[config.mk]
export PLATFORM = sky130hd
export DESIGN_NAME = gcd_param
export DESIGN_NICKNAME = d
export VERILOG_FILES = /design/src/rtl/gcd_param.sv
export SDC_FILE = /design/constraint.sdc
export NUM_CORES = 1
export LEC_CHECK = 0
export ABC_CLOCK_PERIOD_IN_PS = 2900
export CAP_MARGIN = 30
export CORE_MARGIN = 8
export CORE_UTILIZATION = 54
export DETAILED_ROUTE_END_ITERATION = 7
export PLACE_DENSITY = 0.91
export SLEW_MARGIN = 10
export SYNTH_ARGS = -nofsm -noshare
export SYNTH_HDL_FRONTEND = slang
export SYNTH_SLANG_ARGS = --single-unit
[constraint.sdc]
create_clock -name clk -period 2.9 [get_ports clk]
set_input_delay 0.58 -clock clk [delete_from_list [all_inputs] [get_ports clk]]
set_output_delay 0.58 -clock clk [all_outputs]
set_load 0.05 [all_outputs]
[src/rtl/gcd_param.sv]
// Iterative GCD engine: captures two unsigned operands on start and iterates one
// step per clock, using subtractive Euclid (MODE=0) or binary Stein (MODE=1).
module gcd_param #(
  parameter int WIDTH = 8,
  parameter int MODE  = 0,
  parameter int CNT_W = 16
) (
  input  logic             clk,
  input  logic             rst_n,
  input  logic             start,
  input  logic [WIDTH-1:0] a,
  input  logic [WIDTH-1:0] b,
  output logic             ready,
  output logic             done,
  output logic [WIDTH-1:0] ret,
  output logic [CNT_W-1:0] steps
);

  localparam int KW = $clog2(WIDTH) + 1;

  typedef enum logic [1:0] {
    IDLE = 2'b00,
    RUN  = 2'b01,
    DONE = 2'b10
  } state_e;

  state_e           state_q, state_d;
  logic [WIDTH-1:0] x_q, x_d, y_q, y_d, ret_q, ret_d;
  logic [KW-1:0]    k_q, k_d;
  logic [CNT_W-1:0] steps_q, steps_d;
  logic             accept, term;

  assign accept = start && ((state_q == IDLE) || (state_q == DONE));
  assign term   = (x_q == '0) || (y_q == '0) || (x_q == y_q);

  always_ff @(posedge clk or negedge rst_n) begin
    if (!rst_n) state_q <= IDLE;
    else        state_q <= state_d;
  end

  // The unused 2'b11 encoding falls into default and recovers to IDLE.
  always_comb begin
    state_d = state_q;
    case (state_q)
      IDLE:    if (start) state_d = RUN;
      RUN:     if (term)  state_d = DONE;
      DONE:    if (start) state_d = RUN;
      default: state_d = IDLE;
    endcase
  end

  always_comb begin
    ready = (state_q == IDLE) || (state_q == DONE);
    done  = (state_q == DONE);
    ret   = ret_q;
    steps = steps_q;
  end

  always_comb begin
    x_d     = x_q;
    y_d     = y_q;
    k_d     = k_q;
    ret_d   = ret_q;
    steps_d = steps_q;
    if (accept) begin
      x_d     = a;
      y_d     = b;
      k_d     = '0;
      steps_d = '0;
    end else if (state_q == RUN) begin
      if (term) begin
        ret_d = ((x_q == '0) ? y_q : x_q) << k_q;
      end else begin
        if (MODE == 0) begin
          if (x_q > y_q) x_d = x_q - y_q;
          else           y_d = y_q - x_q;
        end else begin
          case ({x_q[0], y_q[0]})
            2'b00: begin
              x_d = x_q >> 1;
              y_d = y_q >> 1;
              k_d = k_q + KW'(1);
            end
            2'b01:   x_d = x_q >> 1;
            2'b10:   y_d = y_q >> 1;
            default: begin
              if (x_q > y_q) x_d = x_q - y_q;
              else           y_d = y_q - x_q;
            end
          endcase
        end
        if (steps_q != '1) steps_d = steps_q + CNT_W'(1);
      end
    end
  end

  always_ff @(posedge clk or negedge rst_n) begin
    if (!rst_n) begin
      x_q     <= '0;
      y_q     <= '0;
      k_q     <= '0;
      ret_q   <= '0;
      steps_q <= '0;
    end else begin
      x_q     <= x_d;
      y_q     <= y_d;
      k_q     <= k_d;
      ret_q   <= ret_d;
      steps_q <= steps_d;
    end
  end

endmodule

==> impl_metrics.env, run 1 <==
export IMPL_antenna_left=0
export IMPL_row_count=26
export IMPL_numCtsBuffers=5
export IMPL_p_int_mw=2.462
export IMPL_netSwitchingFraction_pct=49.23
export IMPL_ir_worst_vdd_uv=624.1
export IMPL_setup_viol=0
export IMPL_worstSetupEndpointType="flip-flop"
export IMPL_share_seq_of_total_power_pct=22.2
export IMPL_path_cells="inv_1, ha_1, fa_1, nand2b_1, a21oi_1, a31oi_2, or4b_2, o311ai_1"
export IMPL_synth_nets=354
export IMPL_synth_most_common_cell="dfrtp_1"
export IMPL_clkPwrFrac_pct=9.5
export IMPL_p_per_area_nw_per_um2=1392
export IMPL_portBuffers=44
export IMPL_synthFlopType="dfrtp_1"
export IMPL_syn_inst=317
export IMPL_hpwl_um=5423
export IMPL_required_ps=3110
export IMPL_worstReg2RegStart="x_q[0]$_DFFE_PN0P_"
export IMPL_crit_arrival_ps=2910
export IMPL_seq_area_frac_synth_pct=36.78
export IMPL_grt_pass1_wl_um=12140
export IMPL_synth_edf_count=0
export IMPL_power_mw=4.850
export IMPL_synth_seq_cells=42
export IMPL_drc_errors=0
export IMPL_synth_top_area_cell="dfrtp_1"
export IMPL_wire_per_inst_um=17.10
export IMPL_reg2reg_slack_ps=200
export IMPL_finalHoldViolCount=0
export IMPL_min_period_ps=2699
export IMPL_gp_congestion=0.9335
export IMPL_rsz0062_at_grt="no"
export IMPL_maxSlewViolCount=0
export IMPL_drv_cap=0
export IMPL_grt_max_degree=43
export IMPL_via_per_inst=6.215
export IMPL_routed_wl_um=7386
export IMPL_path_buf_inv=1
export IMPL_timing_rr_end="x_q[6]$_DFFE_PN0P_"
export IMPL_p_leak_nw=1.495
export IMPL_fmax_ghz=0.3706
export IMPL_nNetsFinal=398
export IMPL_synth_area_per_cell_sq_um=9.015
export IMPL_fin_tns_setup_ps=0
export IMPL_crit_type="reg -> reg"
export IMPL_worstMarginPinSlew_ps=513.2
export IMPL_crit_slowest_cell="or4b_2"
export IMPL_vias=2685
export IMPL_start_kind="flip-flop"
export IMPL_drive_gt1_share_pct=9.945
export IMPL_antenna_cells=0
export IMPL_drt_iter0_markers=272
export IMPL_cts_root_buf="clkbuf_8"
export IMPL_synth_commonest_cells="dfrtp_1, a21oi_1, nor2_1, nand2_1, inv_1"
export IMPL_critPathMaxFanout=10
export IMPL_p_sw_mw=2.387
export IMPL_period_share_pct=93.06
export IMPL_ctsHtreeMaxLevel=2
export IMPL_synth_area_leaders="dfrtp_1, ha_1, a21oi_1, nor2_1, nand2_1"
export IMPL_clk_pin_slew_ps=80
export IMPL_netlist_area_leader_share_pct=36.78
export IMPL_clkSinkCount=42
export IMPL_syn_to_final_growth_pct=21.94
export IMPL_grt_overflow_total=0
export IMPL_fp_dieArea_sq_um=7876
export IMPL_initial_core_util_pct=55.95
export IMPL_maxSlewHeadroom_pct=65.68
export IMPL_yosysWarningCount=0
export IMPL_crit_family="simple AND/OR/NAND/NOR gates"
export IMPL_io_pin_count=45
export IMPL_cts_hold_buf=0
export IMPL_status="complete, no violations"
export IMPL_die_w_um=88.75
export IMPL_fill_cells=386
export IMPL_clk_latency_ps=300
export IMPL_cts_buffer_depth=2
export IMPL_antenna_found_initial=0
export IMPL_hold_class="in -> async"
export IMPL_syn_area_sq_um=2858
export IMPL_async_flop_share_pct=100.0
export IMPL_ys_types=56
export IMPL_clock_skew_final_ps=10.30
export IMPL_dr_pass1_iters=5
export IMPL_grt_pass1_vias=2485
export IMPL_track_usage_pct=19.84
export IMPL_p_comb_share_pct=68.3
export IMPL_cts_tree="yes"
export IMPL_coreArea_sq_um=5107
export IMPL_die_h_um=88.75
export IMPL_rr_worst_depth=8
export IMPL_slowest_delay_ps=680
-- registers in the layout, indices dropped and copies added, names as in the netlist --
register	count
y_q	8
ret	8
steps	16
x_q	8
state_q	2
-- per-layer routing --
metal / wire length, um / share of wire [%] / GRT usage [%]
met5: 0 / 0 / 0
met1: 3377 / 46 / 26.94
met4: 151 / 2.0 / 8.141
met3: 507 / 6.9 / 3.714
met2: 3349 / 45 / 29.99
-- worst max path at each step --
stage                       startpoint                 end  slack (ps)  cells past startpoint
floorplan           x_q[0]$_DFFE_PN0P_  x_q[6]$_DFFE_PN0P_         570                      8
global placement    x_q[0]$_DFFE_PN0P_  x_q[3]$_DFFE_PN0P_         250                      8
detailed placement  x_q[0]$_DFFE_PN0P_  x_q[3]$_DFFE_PN0P_         190                      8
CTS                 x_q[0]$_DFFE_PN0P_  x_q[3]$_DFFE_PN0P_         160                      8
global route        x_q[0]$_DFFE_PN0P_  x_q[6]$_DFFE_PN0P_          30                      8
finish              x_q[0]$_DFFE_PN0P_  x_q[6]$_DFFE_PN0P_         200                      8
-- worst register-to-register path: cells and delay by family, from the launching register on --
| kind | cells | cell delay, ps |
|---|---|---|
| and+or+nand+nor | 2 | 860 |
| adders and majority gates | 2 | 630 |
| AOI/OAI and AO/OA | 3 | 630 |
| DFF | 1 | 400 |
| buffers and inverters | 1 | 70 |
-- through the flow --
stage | utilization (%) | hold slack (ps) | instances | setup slack, ps | instance area, sq um
2_1_floorplan | - | 284.4 | 317 | 570.0 | 2858
3_3_place_gp | 65.63 | 504.4 | 423 | 250.2 | 3352
3_5_place_dp | 65.63 | 517.6 | 423 | 187.1 | 3352
4_1_cts | 67.71 | 456.0 | 431 | 160.8 | 3458
5_1_grt | 68.23 | 99.19 | 432 | 31.81 | 3485
6_report | 68.23 | 97.67 | 432 | 201.4 | 3485
-- cells in the final DEF, fill, tap and decap left out, types with 4 or more instances in the layout --
cell,count
a21oi_1,31
a221oi_1,4
buf_4,10
clkbuf_8,5
clkdlybuf4s50_1,43
dfrtp_1,42
ha_1,16
inv_1,21
mux2i_1,7
nand2_1,24
nand2b_1,6
nand3_1,11
nand4_1,7
nor2_1,27
nor3_1,6
nor4_1,5
o21ai_0,7
o221a_2,4
o31ai_1,5
or3_1,6
or4_1,7
xnor2_1,4
-- timing repair --
item,in CTS,in global routing
setup buffers,0,0
gates resized for setup,0,2
endpoints found under the setup margin,0,4
-- area by class of cell --
| cell class | count | area [sq um] | area share (%) |
|---|---|---|---|
| Sequential cell | 42 | 1051 | 30.16 |
| Clock inverter | 1 | 30.03 | 0.8618 |
| Multi-Input combinational cell | 236 | 1630 | 46.79 |
| Clock buffer | 7 | 76.32 | 2.190 |
| Inverter | 21 | 78.83 | 2.262 |
| Tap cell | 70 | 87.58 | 2.513 |
| Timing Repair Buffer | 55 | 530.5 | 15.22 |
-- power groups by stage --
stage / clock [mW] / sequential, mW / combinational, mW
after global routing: 0.492 / 1.10 / 3.59
after global placement: 0 / 1.06 / 3.17
after CTS: 0.469 / 1.06 / 3.24
after detailed placement: 0 / 1.08 / 3.22
after floorplan: 0 / 1.34 / 2.16
final: 0.462 / 1.08 / 3.31
-- kinds of logic (layout without fill, tap and decap cells) --
kind of cell | count (synthesis) | after routing | synth area share, %
AO/OA/AOI/OAI | 84 | 84 | 21.15
XOR/XNOR | 7 | 7 | 2.145
adder cells (fa/ha/maj) | 18 | 18 | 8.406
buffers and inverters | 39 | 84 | 6.392
flip-flops | 42 | 42 | 36.78
multiplexers | 8 | 8 | 2.846
AND/OR/NAND/NOR | 119 | 119 | 22.29
No activity file was read; power rests on OpenSTA's default activity.
==> inputs of run 2 (changes only) <==
--- a/config.mk
+++ b/config.mk
@@ -5,11 +5,11 @@
 export SDC_FILE = /design/constraint.sdc
 export NUM_CORES = 1
 export LEC_CHECK = 0
-export ABC_CLOCK_PERIOD_IN_PS = 2900
 export CAP_MARGIN = 30
 export CORE_MARGIN = 8
 export CORE_UTILIZATION = 54
 export DETAILED_ROUTE_END_ITERATION = 7
+export HOLD_SLACK_MARGIN = 0.12
 export PLACE_DENSITY = 0.91
 export SLEW_MARGIN = 10
 export SYNTH_ARGS = -nofsm -noshare
==> run 2 against run 1 <==
- worst hold slack improved by 430 ps
- largest power group unchanged
- non-clock buffer count rose by 1
- via count rose by 0.37%
- sequential cell count unchanged
- clock skew fell by 1.3 ps
==> impl_metrics.env, run 2 (same netlist as run 1, synthesis figures left out) <==
export IMPL_status="complete, no violations"
export IMPL_hold_class="reg -> reg"
export IMPL_p_leak_nw=1.499
export IMPL_drv_cap=0
export IMPL_grt_overflow_total=0
export IMPL_period_share_pct=92.97
export IMPL_row_count=26
export IMPL_postCtsSetupBuffers=0
export IMPL_layout_commonest_cell="clkdlybuf4s50_1"
export IMPL_setup_viol=0
export IMPL_path_depth=8
export IMPL_p_per_area_nw_per_um2=1387
export IMPL_crit_type="reg -> reg"
export IMPL_rr_worst_depth=8
export IMPL_p_int_mw=2.463
export IMPL_netSwitchingFraction_pct=49.17
export IMPL_fp_dieArea_sq_um=7876
export IMPL_fin_tns_setup_ps=0
export IMPL_slowest_delay_ps=680
export IMPL_crit_arrival_ps=2900
export IMPL_finalHoldViolCount=0
export IMPL_clkPwrFrac_pct=9.5
export IMPL_routed_wl_um=7409
export IMPL_clk_pin_slew_ps=80
export IMPL_rsz0062_at_grt="no"
export IMPL_fmax_ghz=0.3709
export IMPL_largest_reg_flops=16
export IMPL_worstSetupEndpointType="flip-flop"
export IMPL_ir_worst_vdd_uv=625.3
export IMPL_antenna_cells=0
export IMPL_min_period_ps=2696
export IMPL_crit_slowest_cell="or4b_2"
export IMPL_io_pin_count=45
export IMPL_die_w_um=88.75
export IMPL_start_kind="flip-flop"
export IMPL_dp_cells=423
export IMPL_wire_per_inst_um=17.11
export IMPL_cts_tree="yes"
export IMPL_drt_iter0_markers=276
export IMPL_grt_pass1_vias=2485
export IMPL_ctsHtreeMaxLevel=2
export IMPL_critPathMaxFanout=10
export IMPL_required_ps=3100
export IMPL_cts_buffer_depth=2
export IMPL_via_per_inst=6.224
export IMPL_path_buf_inv=1
export IMPL_drive_gt1_share_pct=9.917
export IMPL_grt_pass1_wl_um=12140
export IMPL_syn_to_final_growth_pct=22.29
export IMPL_antenna_found_initial=0
export IMPL_whs_path_depth=2
export IMPL_worstReg2RegStart="x_q[0]$_DFFE_PN0P_"
export IMPL_share_seq_of_total_power_pct=22.2
export IMPL_path_cells="inv_1, ha_1, fa_1, nand2b_1, a21oi_1, a31oi_2, or4b_2, o311ai_1"
export IMPL_cts_root_buf="clkbuf_8"
export IMPL_drc_errors=0
export IMPL_critPathLaunch="x_q[0]$_DFFE_PN0P_"
export IMPL_vias=2695
export IMPL_clock_skew_final_ps=9.034
export IMPL_clkSinkCount=42
export IMPL_portBuffers=44
export IMPL_clk_latency_ps=300
export IMPL_gp_congestion=0.9335
export IMPL_power_mw=4.847
export IMPL_track_usage_pct=19.84
export IMPL_final_cell_mix="clkdlybuf4s50_1, dfrtp_1, a21oi_1"
export IMPL_maxSlewViolCount=0
export IMPL_initial_core_util_pct=55.95
export IMPL_nNetsFinal=399
export IMPL_maxSlewHeadroom_pct=65.12
export IMPL_antenna_left=0
export IMPL_finalNonFillerCells=433
export IMPL_dr_pass1_iters=5
export IMPL_p_comb_share_pct=68.3
export IMPL_worstMarginPinSlew_ps=521.5
export IMPL_coreArea_sq_um=5107
export IMPL_p_sw_mw=2.383
export IMPL_numCtsBuffers=5
export IMPL_grt_max_degree=43
export IMPL_hpwl_um=5423
export IMPL_die_h_um=88.75
export IMPL_crit_family="simple AND/OR/NAND/NOR gates"
export IMPL_min_delay_start="ret[4]$_DFFE_PN0P_"
## run 2: final timing paths
path,to,slack [ps]
setup / recovery,x_q[6]$_DFFE_PN0P_,200
hold / removal,ret[4]$_DFFE_PN0P_,530
setup reg to reg,x_q[6]$_DFFE_PN0P_,200
hold reg to reg,ret[4]$_DFFE_PN0P_,530
max in group asynchronous,steps[10]$_DFFE_PN0P_,1820
min in group asynchronous,y_q[4]$_DFFE_PN0P_,640
## run 2: metrics by stage
step | hold slack, ps | area, sq um | setup WS (ps) | utilization (%)
detailed placement | 517.6 | 3352 | 187.1 | 65.63
global route | 558.3 | 3495 | 31.81 | 68.42
finish | 529.2 | 3495 | 204.0 | 68.42
CTS | 456.0 | 3458 | 160.8 | 67.71
global placement | 504.4 | 3352 | 250.2 | 65.63
floorplan | 284.4 | 2858 | 570.0 | -
## run 2: worst reg2reg max path, cell delays in order, from the launching register on
cell and delay, ps:
dfrtp_1 400, inv_1 70, ha_1 230, fa_1 400
nand2b_1 180, a21oi_1 280, a31oi_2 260, or4b_2 680
o311ai_1 90
## run 2: what timing repair did
item,CTS,global route
endpoints found under the setup margin,0,4
hold buffers,0,1
endpoints found under the hold margin,0,5
gates resized for setup,0,2
## run 2: per-layer routing
metal,share of wire (%),up-vias,GRT usage (%)
li1,-,1261,-
met1,45,1282,26.94
met4,1.8,0,8.141
met5,0,-,0
met3,8.1,11,3.714
met2,45,141,29.99
## run 2: area by class of cell
cell class | count | area (sq um)
multi-input cells | 236 | 1630
fillers | 385 | 1613
flip-flops and latches | 42 | 1051
repair buffers | 56 | 540.5
well taps | 70 | 87.58
inverters | 21 | 78.83
clock buffers | 7 | 76.32
clock inverters | 1 | 30.03
## run 2: power groups by stage
| stage | registers (mW) | clock network, mW | logic (mW) |
|---|---|---|---|
| finish | 1.07 | 0.461 | 3.31 |
| global route | 1.10 | 0.492 | 3.59 |
| CTS | 1.06 | 0.469 | 3.24 |
| detailed placement | 1.08 | 0 | 3.22 |
| global placement | 1.06 | 0 | 3.17 |
| floorplan | 1.34 | 0 | 2.16 |
